File: src/rtl/ats_token_bucket_gate.sv
// ats_token_bucket_gate: token-bucket shaper that holds each stored frame until enough credit exists.
// Ports:
//   clk, rstn                         clock, synchronous active-low reset
//   s_axis_*                          frame bytes (may carry a timestamp footer), forwarded up to tlast
//   s_axis_frame_length_*             one length per frame in bytes, footer excluded
//   m_axis_*                          gated frame output; tdata/tlast are combinational pass-throughs
//   cfg_cir_increment, cfg_cbs        refill per clock (fixed point, FRAC_BITS fraction) and bucket size in bytes
//   token_level, drop_pulse           current credit; one-cycle pulse on the tlast of a dropped oversize frame
// Optional macro ATS_TOKEN_BUCKET_GATE_STATS_EN adds stat_passed_frames, stat_dropped_frames, stat_wait_cycles.
module ats_token_bucket_gate #(
  parameter int DATA_WIDTH         = 8,
  parameter int FRAME_LENGTH_WIDTH = 16,
  parameter int FRAC_BITS          = 8,
  parameter int TOKEN_WIDTH        = FRAME_LENGTH_WIDTH + FRAC_BITS
) (
  input  logic                          clk,
  input  logic                          rstn,
  input  logic [DATA_WIDTH-1:0]         s_axis_tdata,
  input  logic                          s_axis_tvalid,
  output logic                          s_axis_tready,
  input  logic                          s_axis_tlast,
  input  logic [FRAME_LENGTH_WIDTH-1:0] s_axis_frame_length_tdata,
  input  logic                          s_axis_frame_length_tvalid,
  output logic                          s_axis_frame_length_tready,
  output logic [DATA_WIDTH-1:0]         m_axis_tdata,
  output logic                          m_axis_tvalid,
  input  logic                          m_axis_tready,
  output logic                          m_axis_tlast,
  input  logic [TOKEN_WIDTH-1:0]        cfg_cir_increment,
  input  logic [FRAME_LENGTH_WIDTH-1:0] cfg_cbs,
  output logic [TOKEN_WIDTH-1:0]        token_level,
  output logic                          drop_pulse
`ifdef ATS_TOKEN_BUCKET_GATE_STATS_EN
  ,
  output logic [31:0]                   stat_passed_frames,
  output logic [31:0]                   stat_dropped_frames,
  output logic [31:0]                   stat_wait_cycles
`endif
);
  typedef enum logic [1:0] {IDLE, CHECK, FORWARD, DROP} state_t;
  state_t                        state_q, state_d;
  logic [TOKEN_WIDTH-1:0]        tokens_q, tokens_d, need;
  logic [FRAME_LENGTH_WIDTH-1:0] len_q, len_d;
  logic [TOKEN_WIDTH:0]          cap, sum;
  logic                          oversize, enough, deduct;
  assign m_axis_tdata  = s_axis_tdata;
  assign m_axis_tlast  = s_axis_tlast;
  assign token_level   = tokens_q;
  assign need          = TOKEN_WIDTH'({len_q, {FRAC_BITS{1'b0}}});
  assign cap           = (TOKEN_WIDTH+1)'({cfg_cbs, {FRAC_BITS{1'b0}}});
  assign oversize      = len_q > cfg_cbs;
  assign enough        = tokens_q >= need;
  assign deduct        = state_q == CHECK && !oversize && enough;
  // One extra bit absorbs refill overflow before the clamp; deduct only fires when covered, so no underflow.
  assign sum           = {1'b0, tokens_q} + {1'b0, cfg_cir_increment} - (deduct ? {1'b0, need} : '0);
  assign tokens_d      = sum > cap ? cap[TOKEN_WIDTH-1:0] : sum[TOKEN_WIDTH-1:0];
  always_comb begin
    state_d                    = state_q;
    len_d                      = len_q;
    s_axis_tready              = 1'b0;
    m_axis_tvalid              = 1'b0;
    s_axis_frame_length_tready = 1'b0;
    drop_pulse                 = 1'b0;
    case (state_q)
      IDLE: begin
        s_axis_frame_length_tready = 1'b1;
        len_d   = s_axis_frame_length_tvalid ? s_axis_frame_length_tdata : len_q;
        state_d = s_axis_frame_length_tvalid ? CHECK : IDLE;
      end
      CHECK: state_d = oversize ? DROP : enough ? FORWARD : CHECK;
      FORWARD: begin
        m_axis_tvalid = s_axis_tvalid;
        s_axis_tready = m_axis_tready;
        state_d       = s_axis_tvalid && m_axis_tready && s_axis_tlast ? IDLE : FORWARD;
      end
      DROP: begin
        s_axis_tready = 1'b1;
        drop_pulse    = s_axis_tvalid && s_axis_tlast;
        state_d       = s_axis_tvalid && s_axis_tlast ? IDLE : DROP;
      end
      default: state_d = IDLE;
    endcase
  end
  always_ff @(posedge clk) begin
    if (!rstn) begin
      state_q  <= IDLE;
      tokens_q <= '0;
      len_q    <= '0;
    end else begin
      state_q  <= state_d;
      tokens_q <= tokens_d;
      len_q    <= len_d;
    end
  end
`ifdef ATS_TOKEN_BUCKET_GATE_STATS_EN
  logic [31:0] passed_q, dropped_q, wait_q;
  assign stat_passed_frames  = passed_q;
  assign stat_dropped_frames = dropped_q;
  assign stat_wait_cycles    = wait_q;
  always_ff @(posedge clk) begin
    if (!rstn) begin
      passed_q  <= '0;
      dropped_q <= '0;
      wait_q    <= '0;
    end else begin
      passed_q  <= passed_q + 32'(state_q == FORWARD && s_axis_tvalid && m_axis_tready && s_axis_tlast);
      dropped_q <= dropped_q + 32'(drop_pulse);
      wait_q    <= wait_q + 32'(state_q == CHECK && state_d == CHECK);
    end
  end
`endif
endmodule

File: config.mk
export PLATFORM = sky130hd
export DESIGN_NAME = ats_token_bucket_gate
export DESIGN_NICKNAME = d
export VERILOG_FILES = /design/src/rtl/ats_token_bucket_gate.sv
export SDC_FILE = /design/constraint.sdc
export NUM_CORES = 1
export LEC_CHECK = 0
export BUFFER_PORTS_ARGS = -buffer_cell sky130_fd_sc_hd__buf_2
export CORE_UTILIZATION = 35
export DETAILED_ROUTE_END_ITERATION = 12
export GPL_TIMING_DRIVEN = 0
export PLACE_DENSITY_LB_ADDON = 0.2
export SLEW_MARGIN = 5
export SYNTH_ARGS = -nofsm -noshare
export SYNTH_HDL_FRONTEND = slang
export SYNTH_SLANG_ARGS = --single-unit
File: constraint.sdc
create_clock -name clk -period 7.85 [get_ports clk]
set_input_delay 0.3925 -clock clk [delete_from_list [all_inputs] [get_ports clk]]
set_output_delay 0.3925 -clock clk [all_outputs]
set_load 0.005 [all_outputs]
==> metrics.csv, run 1 <==
stage;metric;value;unit
status;run status;complete, no violations;
setup_path;Slowest-stage cell, CP;fa_1;
power_and_ir_drop;total power;2.63;mW
sta;unrepaired setup endpoints after global routing;no;
setup_path;Max FO, Critical Path;10;
sta;post-route clock period utilization;96.0;%
clock_network;CTS root buf;clkbuf_16;
grt;gr ovfl total;0;
grt;first-pass GRT wire length;23000;µm
setup_path;CP most frequent cell;ha_1;
setup_path;cell family with most CP delay;compound AO/OA/AOI/OAI gates;
cells_and_area;non-filler instance count after layout;945;
placed_design;IO Port Bufs;97;
sta;Worst slew margin;59.7;%
logic_synthesis;syn nets;822;
sta;post-route minimum period;7.54;ns
sta;TNS Setup;0;ns
logic_synthesis;Yosys top cell area share;19.7;%
floorplan;Die Ht;122;µm
setup_path;Crit path largest cell delay;0.49;ns
clock_network;CTS Hold Bufs;0;
setup_path;crit start category;flip-flop;
min_path;worst hold path type;in2reg;
setup_path;Setup crit end kind;flip-flop;
power_and_ir_drop;Clock Power Share;8.6;%
routing;DR DRC count;0;
logic_synthesis;Synth Warn #;0;
power_and_ir_drop;P per Cell Area;442;mW/mm²
grt;antenna violations before repair;0;
clock_network;CTS tree;yes;
sta;final hold viol count;0;
routing;final wirelength;14500;µm
setup_path;crit path buf inv count;5;
sta;Final Setup Violations;0;
grt;largest net degree at the start of global routing;15;
cells_and_area;Diodes inserted;0;
clock_network;clock buffer depth;2;
sta;Slew Viols, Final;0;
logic_synthesis;Synth Register Bits;42;
placed_design;Cell Area, Placed;0.00573;mm²
grt;GRT Overall Usage;20.0;%
cells_and_area;Layout fillers;1471;
clock_network;clk slew on worst S/H paths;0.07;ns
clock_network;clk sinks;42;
logic_synthesis;Syn Inst Count;657;
power_and_ir_drop;Static Leakage;2.98;nW
floorplan;CORE AREA;0.0139;mm²
routing;Final ANT Viol Nets;0;
floorplan;Top-Level Pins;107;
sta;final setup skew;0.0108;ns
placed_design;GPL Wtd Cong;0.883;
routing;Vias;4784;
cells_and_area;fin area;0.00595;mm²
routing;Initial DRC Count;314;
floorplan;Initial Util;36.0;%
clock_network;H-tree level count;2;
sta;WHS;0.338;ns
floorplan;placement row count;43;
logic_synthesis;ys async rst share;0;%
sta;Least-Margin Pin Slew;0.589;ns
sta;achievable frequency;133;MHz
floorplan;die area;0.0148;mm²
power_and_ir_drop;Pint;1.28;mW
logic_synthesis;synthesized area per cell;7.64;µm²
logic_synthesis;Area contributors post-synth;ha_1, dfxtp_1, inv_1, fa_1, nand2_1;
routing;number of detailed-route iterations in the first pass;5;
placed_design;Cells after DPL;934;
grt;vias in the first global route;4612;
cells_and_area;share of post-route cells with drive strength above 1;19.1;%
power_and_ir_drop;Seq pwr share;13.5;%
placed_design;Detailed Place HPWL;12200;µm
logic_synthesis;Synth cell types;68;
routing;routed length per instance;15.4;µm
cells_and_area;area grow syn2layout;18.6;%
cells_and_area;nets@finish;929;
power_and_ir_drop;Sw Share;51.3;%
setup_path;Critical Setup Path Class;reg2reg;
power_and_ir_drop;worst vdd ir;0.184;mV
floorplan;Die W;122;µm
routing;drt via density;5.06;
logic_synthesis;register area share after synthesis;16.8;%
flow_run;max-cap violations;0;
setup_path;CP arrival;7.72;ns
logic_synthesis;Top FF cell, synth;dfxtp_1;
power_and_ir_drop;Comb power frac;77.9;%
clock_network;clk_lat worst skew;0.29;ns
power_and_ir_drop;Net Switching;1.35;mW
clock_network;cts bufs inserted;5;
logic_synthesis;EDFF count, synth;0;
logic_synthesis;Cell Area, Synth;0.00502;mm²
logic_synthesis;Yosys top cell by area;ha_1;
setup_path;Req. time, crit path;8.03;ns
-- routing by layer --
layer	wire length (µm)	GRT usage (%)	vias to the layer above
met5	0	0	-
met4	196	4.55	0
met3	644	2.06	15
met2	6510	32.4	120
met1	7160	28.3	2205
li1	-	-	2444
-- worst register-to-register path: cells and delay by family, from the launching register on --
family / cells / cell delay (ns)
multiplexers: 2 / 0.62
AND/OR/NAND/NOR: 8 / 1.54
adder cells (fa/ha/maj): 4 / 1.38
AO/OA/AOI/OAI: 11 / 2.67
flip-flops: 1 / 0.40
buffers and inverters: 5 / 0.83
-- layout make-up --
class	count	area, µm²	area share, %
clock buffer	6	139	2.33
tap	180	225	3.79
clock inverter	2	16.3	0.273
buffer	25	149	2.50
sequential	42	841	14.1
timing repair buffer	100	508	8.54
multi-input combinational	456	3570	60.0
inverter	134	503	8.45
-- layout by cell type (no fill, tap or decap), types with 4 or more instances in the layout --
cell,netlist,layout
nand2_1,77,77
dfxtp_1,42,42
a31oi_1,4,4
a21o_1,12,12
nor3_1,28,28
fa_1,16,16
nor2b_1,6,6
buf_4,9,12
or3_1,6,6
a21oi_1,48,47
buf_2,1,99
a311oi_1,5,4
nor4_1,9,8
o21a_1,9,9
nand3_1,13,13
nor2_1,20,20
nand4_1,6,6
clkbuf_1,13,11
ha_1,79,79
clkbuf_16,0,5
mux2i_1,17,16
inv_1,134,134
nand2b_1,4,4
o21ai_0,17,17
and2_1,5,5
xnor2_1,10,10
and3_1,9,9
-- stage by stage --
step | util (%) | setup slack [ns]
after floorplan | - | 1.33
after global placement | 41.1 | -0.380
after detailed placement | 41.1 | -0.427
after CTS | 42.3 | 0.0164
after global routing | 42.7 | 0.000873
final | 42.7 | 0.311
-- Yosys cell counts, types with 4 or more instances --
cell,number
nor4_1,9
nand4_1,6
a31oi_1,4
and3_1,9
inv_1,134
xnor2_1,10
nand3_1,13
clkbuf_1,13
nand2b_1,4
ha_1,79
or3_1,6
mux2i_1,17
a311oi_1,5
o21a_1,9
nor2_1,20
o21ai_0,17
a21o_1,12
nor2b_1,6
nand2_1,77
dfxtp_1,42
a21oi_1,48
buf_4,9
nor3_1,28
fa_1,16
and2_1,5
-- registers in the layout, indices dropped and copies added (netlist names) --
| name | cells |
|---|---|
| len_q | 16 |
| state_q | 2 |
| token_level | 24 |
-- cells by family after synthesis --
group	after synthesis	synth area share [%]
buf+inv	159	12.9
compound gates	136	19.3
fa+ha+maj	95	26.1
mux	21	4.34
flops	42	16.8
xor+xnor	11	1.92
simple gates	193	18.7
-- final timing paths --
check | depth (start not counted) | to | slack (ns) | start
worst max-delay path | 30 | token_level[20]$_SDFF_PN0_ | 0.31 | token_level[8]$_SDFF_PN0_
worst min register to register | 2 | len_q[12]$_SDFFE_PN0P_ | 0.49 | len_q[12]$_SDFFE_PN0P_
worst max register to register | 30 | token_level[20]$_SDFF_PN0_ | 0.31 | token_level[8]$_SDFF_PN0_
worst min-delay path | 3 | len_q[12]$_SDFFE_PN0P_ | 0.34 | s_axis_frame_length_tdata[12]
-- power by group through the flow --
stage,sequential [mW],clock [mW],combinational [mW]
after floorplan,0.338,0,1.49
after global placement,0.358,0,1.95
after detailed placement,0.359,0,1.97
after CTS,0.354,0.229,1.99
after global routing,0.365,0.236,2.30
final,0.356,0.226,2.05
-- what timing repair did --
| action | 4_1_cts | 5_1_grt |
|---|---|---|
| setup buffers | 0 | 3 |
| gates cloned | 0 | 0 |
| pin swaps | 0 | 2 |
| gates resized for setup | 3 | 10 |
| setup endpoints to repair | 24 | 24 |
No activity file was read; power rests on OpenSTA's default activity.
==> inputs of run 2 (changes only) <==
--- a/config.mk
+++ b/config.mk
@@ -7,6 +7,7 @@
 export LEC_CHECK = 0
 export BUFFER_PORTS_ARGS = -buffer_cell sky130_fd_sc_hd__buf_2
 export CORE_UTILIZATION = 35
+export CTS_BUF_LIST = sky130_fd_sc_hd__clkbuf_16
 export DETAILED_ROUTE_END_ITERATION = 12
 export GPL_TIMING_DRIVEN = 0
 export PLACE_DENSITY_LB_ADDON = 0.2
==> run 2 against run 1 <==
Net effect: sequential power is essentially flat; critical path type unchanged; critical path depth is the same; combinational power is essentially flat; sequential share of layout area is essentially flat; non-clock buffer count is the same; critical endpoint is now token_level[19]$_SDFF_PN0_; setup slack gained 0.068 ns.
==> metrics.csv, run 2 (synthesis gave the netlist of run 1 again) <==
stage;metric;value;unit
sta;achievable frequency;134;MHz
power_and_ir_drop;P per Cell Area;441;mW/mm²
routing;Initial DRC Count;299;
setup_path;Crit path largest cell delay;0.49;ns
routing;final wirelength;14500;µm
floorplan;Die Ht;122;µm
clock_network;clk_lat worst skew;0.29;ns
placed_design;GPL Wtd Cong;0.883;
sta;Final Setup Violations;0;
setup_path;CP arrival;7.65;ns
sta;Setup WS post-layout;0.380;ns
setup_path;Req. time, crit path;8.03;ns
grt;first-pass GRT wire length;23000;µm
placed_design;Detailed Place HPWL;12200;µm
power_and_ir_drop;Seq pwr share;13.5;%
floorplan;placement row count;43;
setup_path;Max FO, Critical Path;10;
sta;Least-Margin Pin Slew;0.653;ns
cells_and_area;share of post-route cells with drive strength above 1;19.0;%
setup_path;CP most frequent cell;ha_1;
floorplan;die area;0.0148;mm²
grt;antenna violations before repair;0;
floorplan;Top-Level Pins;107;
setup_path;crit start category;flip-flop;
setup_path;Critical Setup Path Class;reg2reg;
grt;GRT Overall Usage;20.0;%
cells_and_area;Diodes inserted;0;
floorplan;Initial Util;36.0;%
cells_and_area;nets@finish;929;
cells_and_area;area grow syn2layout;18.4;%
clock_network;cts bufs inserted;5;
routing;drt via density;5.08;
sta;final setup skew;0.0104;ns
min_path;worst hold path type;in2reg;
routing;number of detailed-route iterations in the first pass;5;
cells_and_area;Largest register FFs;24;
power_and_ir_drop;Sw Share;51.6;%
cells_and_area;commonest non-fill, non-tap cell in the layout;inv_1;
power_and_ir_drop;Pint;1.27;mW
routing;DR DRC count;0;
sta;final hold viol count;0;
status;run status;complete, no violations;
power_and_ir_drop;worst vdd ir;0.146;mV
clock_network;clock buffer depth;2;
routing;Final ANT Viol Nets;0;
placed_design;pre-CTS WS;-0.427;ns
clock_network;clk slew on worst S/H paths;0.07;ns
sta;post-route minimum period;7.47;ns
setup_path;Slowest-stage cell, CP;fa_1;
floorplan;Die W;122;µm
routing;Vias;4805;
placed_design;Cells after DPL;934;
grt;gr ovfl total;0;
sta;Worst slew margin;55.3;%
clock_network;CTS Hold Bufs;0;
clock_network;H-tree level count;2;
setup_path;Setup crit end kind;flip-flop;
flow_run;max-cap violations;0;
clock_network;CTS tree;yes;
floorplan;CORE AREA;0.0139;mm²
sta;post-route clock period utilization;95.2;%
clock_network;clk sinks;42;
sta;Slew Viols, Final;0;
grt;largest net degree at the start of global routing;15;
routing;routed length per instance;15.4;µm
placed_design;IO Port Bufs;97;
cells_and_area;most frequent cells in the layout;inv_1, buf_2, ha_1;
power_and_ir_drop;Comb power frac;78.2;%
cells_and_area;non-filler instance count after layout;945;
grt;vias in the first global route;4617;
clock_network;CTS root buf;clkbuf_16;
power_and_ir_drop;Net Switching;1.35;mW
power_and_ir_drop;Static Leakage;2.97;nW
power_and_ir_drop;Clock Power Share;8.2;%
==> run 2: per-layer routing <==
layer / GRT usage [%] / part of all wire, % / vias up
li1: - / - / 2446
met1: 28.4 / 50 / 2228
met2: 32.4 / 45 / 116
met3: 1.92 / 4.1 / 15
met4: 4.78 / 1.2 / 0
met5: 0 / 0 / -
==> run 2: final timing paths <==
check | start | end | slack (ns) | cells past startpoint
min reg2reg | len_q[14]$_SDFFE_PN0P_ | len_q[14]$_SDFFE_PN0P_ | 0.49 | 2
max | token_level[8]$_SDFF_PN0_ | token_level[19]$_SDFF_PN0_ | 0.38 | 30
min | s_axis_frame_length_tdata[12] | len_q[12]$_SDFFE_PN0P_ | 0.34 | 3
max reg2reg | token_level[8]$_SDFF_PN0_ | token_level[19]$_SDFF_PN0_ | 0.38 | 30
==> run 2: timing repair <==
| item | in CTS | in global routing |
|---|---|---|
| endpoints found under the hold margin | 0 | 0 |
| gates resized for setup | 3 | 10 |
| buffers inserted | 0 | 3 |
| pin swaps | 0 | 2 |
| setup endpoints to repair | 24 | 24 |
==> run 2: critical path, delay by kind of cell, from the launching register on <==
| family | cells | cell delay, ns |
|---|---|---|
| muxes | 2 | 0.60 |
| AOI/OAI and AO/OA | 11 | 2.64 |
| DFF | 1 | 0.39 |
| and+or+nand+nor | 8 | 1.53 |
| buffers and inverters | 5 | 0.82 |
| adders and majority gates | 4 | 1.38 |
==> run 2: metrics by stage <==
stage | util, % | power [mW] | hold WS (ns) | TNS, ns | cell area [µm²]
2_1_floorplan | - | 1.83 | 0.453 | 0 | 5020
3_3_place_gp | 41.1 | 2.30 | 0.483 | -5.29 | 5730
3_5_place_dp | 41.1 | 2.33 | 0.482 | -6.35 | 5730
4_1_cts | 42.2 | 2.57 | 0.336 | 0 | 5880
5_1_grt | 42.6 | 2.89 | 0.352 | -0.0000790 | 5940
6_report | 42.6 | 2.62 | 0.340 | 0 | 5940
==> run 2: layout make-up <==
class | count | area, µm²
well taps | 180 | 225
fillers | 1470 | 8000
clock buffers | 5 | 125
multi-input cells | 456 | 3570
repair buffers | 100 | 508
clock inverters | 3 | 20.0
flip-flops and latches | 42 | 841
inverters | 134 | 503
plain buffers | 25 | 149
==> run 2: power groups by stage <==
stage          registers (mW)  logic [mW]  clock network [mW]
2_1_floorplan           0.338        1.49                   0
3_3_place_gp            0.358        1.95                   0
4_1_cts                 0.354        1.99               0.219
3_5_place_dp            0.359        1.97                   0
6_report                0.355        2.05               0.216
5_1_grt                 0.365        2.30               0.226
==> inputs of run 3 (changes only) <==
--- a/config.mk
+++ b/config.mk
@@ -5,6 +5,7 @@
 export SDC_FILE = /design/constraint.sdc
 export NUM_CORES = 1
 export LEC_CHECK = 0
+export ABC_AREA = 1
 export BUFFER_PORTS_ARGS = -buffer_cell sky130_fd_sc_hd__buf_2
 export CORE_UTILIZATION = 35
 export CTS_BUF_LIST = sky130_fd_sc_hd__clkbuf_16
==> run 3 against run 2 <==
Net effect: non-clock buffer count decreased by 5; sequential cell count did not move; global-route usage grew 0.80 points; combinational power increased by 6%; clock skew down 0.0019 ns; clock power is 15% higher; setup slack gained 1.1 ns; via count is 3.9% higher; clock-buffer cell count is the same; wire length up 2.8%; die area rose by 1.5%; critical endpoint is now token_level[5]$_SDFF_PP0_.
==> metrics.csv, run 3 <==
stage;metric;value;unit
status;run status;complete, no violations;
clock_network;clock buffer depth;2;
logic_synthesis;Synth Warn #;0;
grt;first-pass GRT wire length;23600;µm
routing;number of detailed-route iterations in the first pass;4;
logic_synthesis;Top FF cell, synth;dfxtp_1;
placed_design;Detailed Place HPWL;12800;µm
clock_network;CTS tree;yes;
floorplan;Die Ht;123;µm
floorplan;placement row count;43;
flow_run;max-cap violations;0;
sta;Least-Margin Pin Slew;0.822;ns
grt;gr ovfl total;0;
logic_synthesis;Syn Inst Count;776;
placed_design;GPL Wtd Cong;0.900;
grt;largest net degree at the start of global routing;14;
floorplan;CORE AREA;0.0140;mm²
setup_path;CP most frequent cell;nor2_1;
logic_synthesis;synthesized area per cell;6.56;µm²
routing;drt via density;4.70;
power_and_ir_drop;P per Cell Area;463;mW/mm²
grt;global routing usage on met3;2.60;%
cells_and_area;commonest non-fill, non-tap cell in the layout;inv_1;
setup_path;flop2flop setup slack;1.45;ns
routing;DR DRC count;0;
placed_design;IO Port Bufs;98;
grt;GR peak layer;met2;
clock_network;CTS root buf;clkbuf_16;
logic_synthesis;Synth Register Bits;42;
clock_network;clk_lat worst skew;0.30;ns
power_and_ir_drop;worst vdd ir;0.226;mV
placed_design;Cells after DPL;1054;
cells_and_area;area grow syn2layout;17.3;%
power_and_ir_drop;total power;2.76;mW
floorplan;Top-Level Pins;107;
sta;post-route clock period utilization;81.6;%
logic_synthesis;Area contributors post-synth;ha_1, dfxtp_1, inv_1, nand2_1, a21oi_1;
setup_path;Req. time, crit path;8.05;ns
sta;post-route minimum period;6.40;ns
setup_path;Critical Setup Path Class;reg2reg;
cells_and_area;nets@finish;1046;
logic_synthesis;most common cell in the synthesized netlist;inv_1;
sta;achievable frequency;156;MHz
routing;Vias;4994;
grt;grt met2 use;33.7;%
sta;Worst slew margin;44.7;%
sta;TNS Setup;0;ns
grt;antenna violations before repair;0;
setup_path;Setup crit end kind;flip-flop;
clock_network;CTS Hold Bufs;0;
sta;unrepaired setup endpoints after global routing;no;
logic_synthesis;Yosys top cell by area;ha_1;
setup_path;Slowest-stage cell, CP;fa_1;
grt;vias in the first global route;4734;
clock_network;H-tree level count;2;
logic_synthesis;Synth top cells by count;inv_1, nand2_1, ha_1;
placed_design;pre-CTS WS;1.23;ns
clock_network;postcts setup bufs;0;
grt;grt met1 use;29.1;%
logic_synthesis;Yosys top cell area share;19.4;%
sta;final setup skew;0.00849;ns
floorplan;die area;0.0150;mm²
setup_path;crit start category;flip-flop;
logic_synthesis;register area share after synthesis;16.5;%
logic_synthesis;Cell Area, Synth;0.00509;mm²
min_path;worst hold path type;in2reg;
setup_path;cell family with most CP delay;simple AND/OR/NAND/NOR gates;
routing;routed length per instance;14.1;µm
power_and_ir_drop;Static Leakage;3.30;nW
sta;Slew Viols, Final;0;
setup_path;Max FO, Critical Path;10;
sta;WHS;0.331;ns
setup_path;CP arrival;6.61;ns
clock_network;cts bufs inserted;5;
floorplan;Initial Util;36.3;%
logic_synthesis;syn nets;941;
logic_synthesis;Synth cell types;34;
sta;Final Setup Violations;0;
routing;Final ANT Viol Nets;0;
grt;GRT Overall Usage;20.8;%
floorplan;Die W;123;µm
cells_and_area;share of post-route cells with drive strength above 1;14.9;%
setup_path;Crit path largest cell delay;0.51;ns
setup_path;crit path buf inv count;4;
logic_synthesis;EDFF count, synth;0;
sta;Setup WS post-layout;1.45;ns
clock_network;Post-CTS Resized;0;
sta;final hold viol count;0;
cells_and_area;Largest register FFs;24;
cells_and_area;Diodes inserted;0;
cells_and_area;most frequent cells in the layout;inv_1, nand2_1, buf_2;
clock_network;clk slew on worst S/H paths;0.07;ns
clock_network;clk sinks;42;
cells_and_area;non-filler instance count after layout;1062;
logic_synthesis;ys async rst share;0;%
routing;Initial DRC Count;349;
routing;final wirelength;14900;µm
-- run 3: power by group --
part | switching (mW) | internal [mW] | leakage [nW]
clock | 0.0993 | 0.149 | 0.0812
combinational | 1.39 | 0.783 | 2.87
sequential | 0.0570 | 0.285 | 0.348
-- run 3: cells by family after synthesis --
family	synth area share [%]
flops	16.5
compound gates	14.6
buf+inv	17.0
xor+xnor	3.78
fa+ha+maj	25.7
simple gates	22.4
-- run 3: through the flow --
| step | cell area, µm² | utilization, % |
|---|---|---|
| floorplan | 5090 | - |
| global placement | 5810 | 41.4 |
| detailed placement | 5810 | 41.4 |
| CTS | 5980 | 42.6 |
| global route | 5980 | 42.6 |
| finish | 5980 | 42.6 |
-- run 3: worst paths after layout --
kind | startpoint | to | cells past startpoint
max | len_q[15]$_SDFFE_PN0P_ | token_level[5]$_SDFF_PP0_ | 32
min | cfg_cbs[10] | token_level[18]$_SDFF_PN0_ | 3
max reg2reg | len_q[15]$_SDFFE_PN0P_ | token_level[5]$_SDFF_PP0_ | 32
min reg2reg | len_q[3]$_SDFFE_PN0P_ | len_q[3]$_SDFFE_PN0P_ | 2
-- run 3: layout make-up --
class	instances	area, µm²
tap	180	225
clock buffer	5	125
clock inverter	3	41.3
fill	1533	8070
buffer	22	156
inverter	189	709
sequential	42	841
multi-input combinational	523	3390
timing repair buffer	98	490
-- run 3: worst min-delay path, cell delays in order --
cell     delay [ns]
buf_2          0.09
a21oi_1        0.04
nor2_1         0.08
-- run 3: layer usage --
layer | routed length (µm) | vias up
met5 | 0 | -
met2 | 6610 | 126
met1 | 7470 | 2201
met4 | 147 | 0
li1 | - | 2657
met3 | 705 | 10
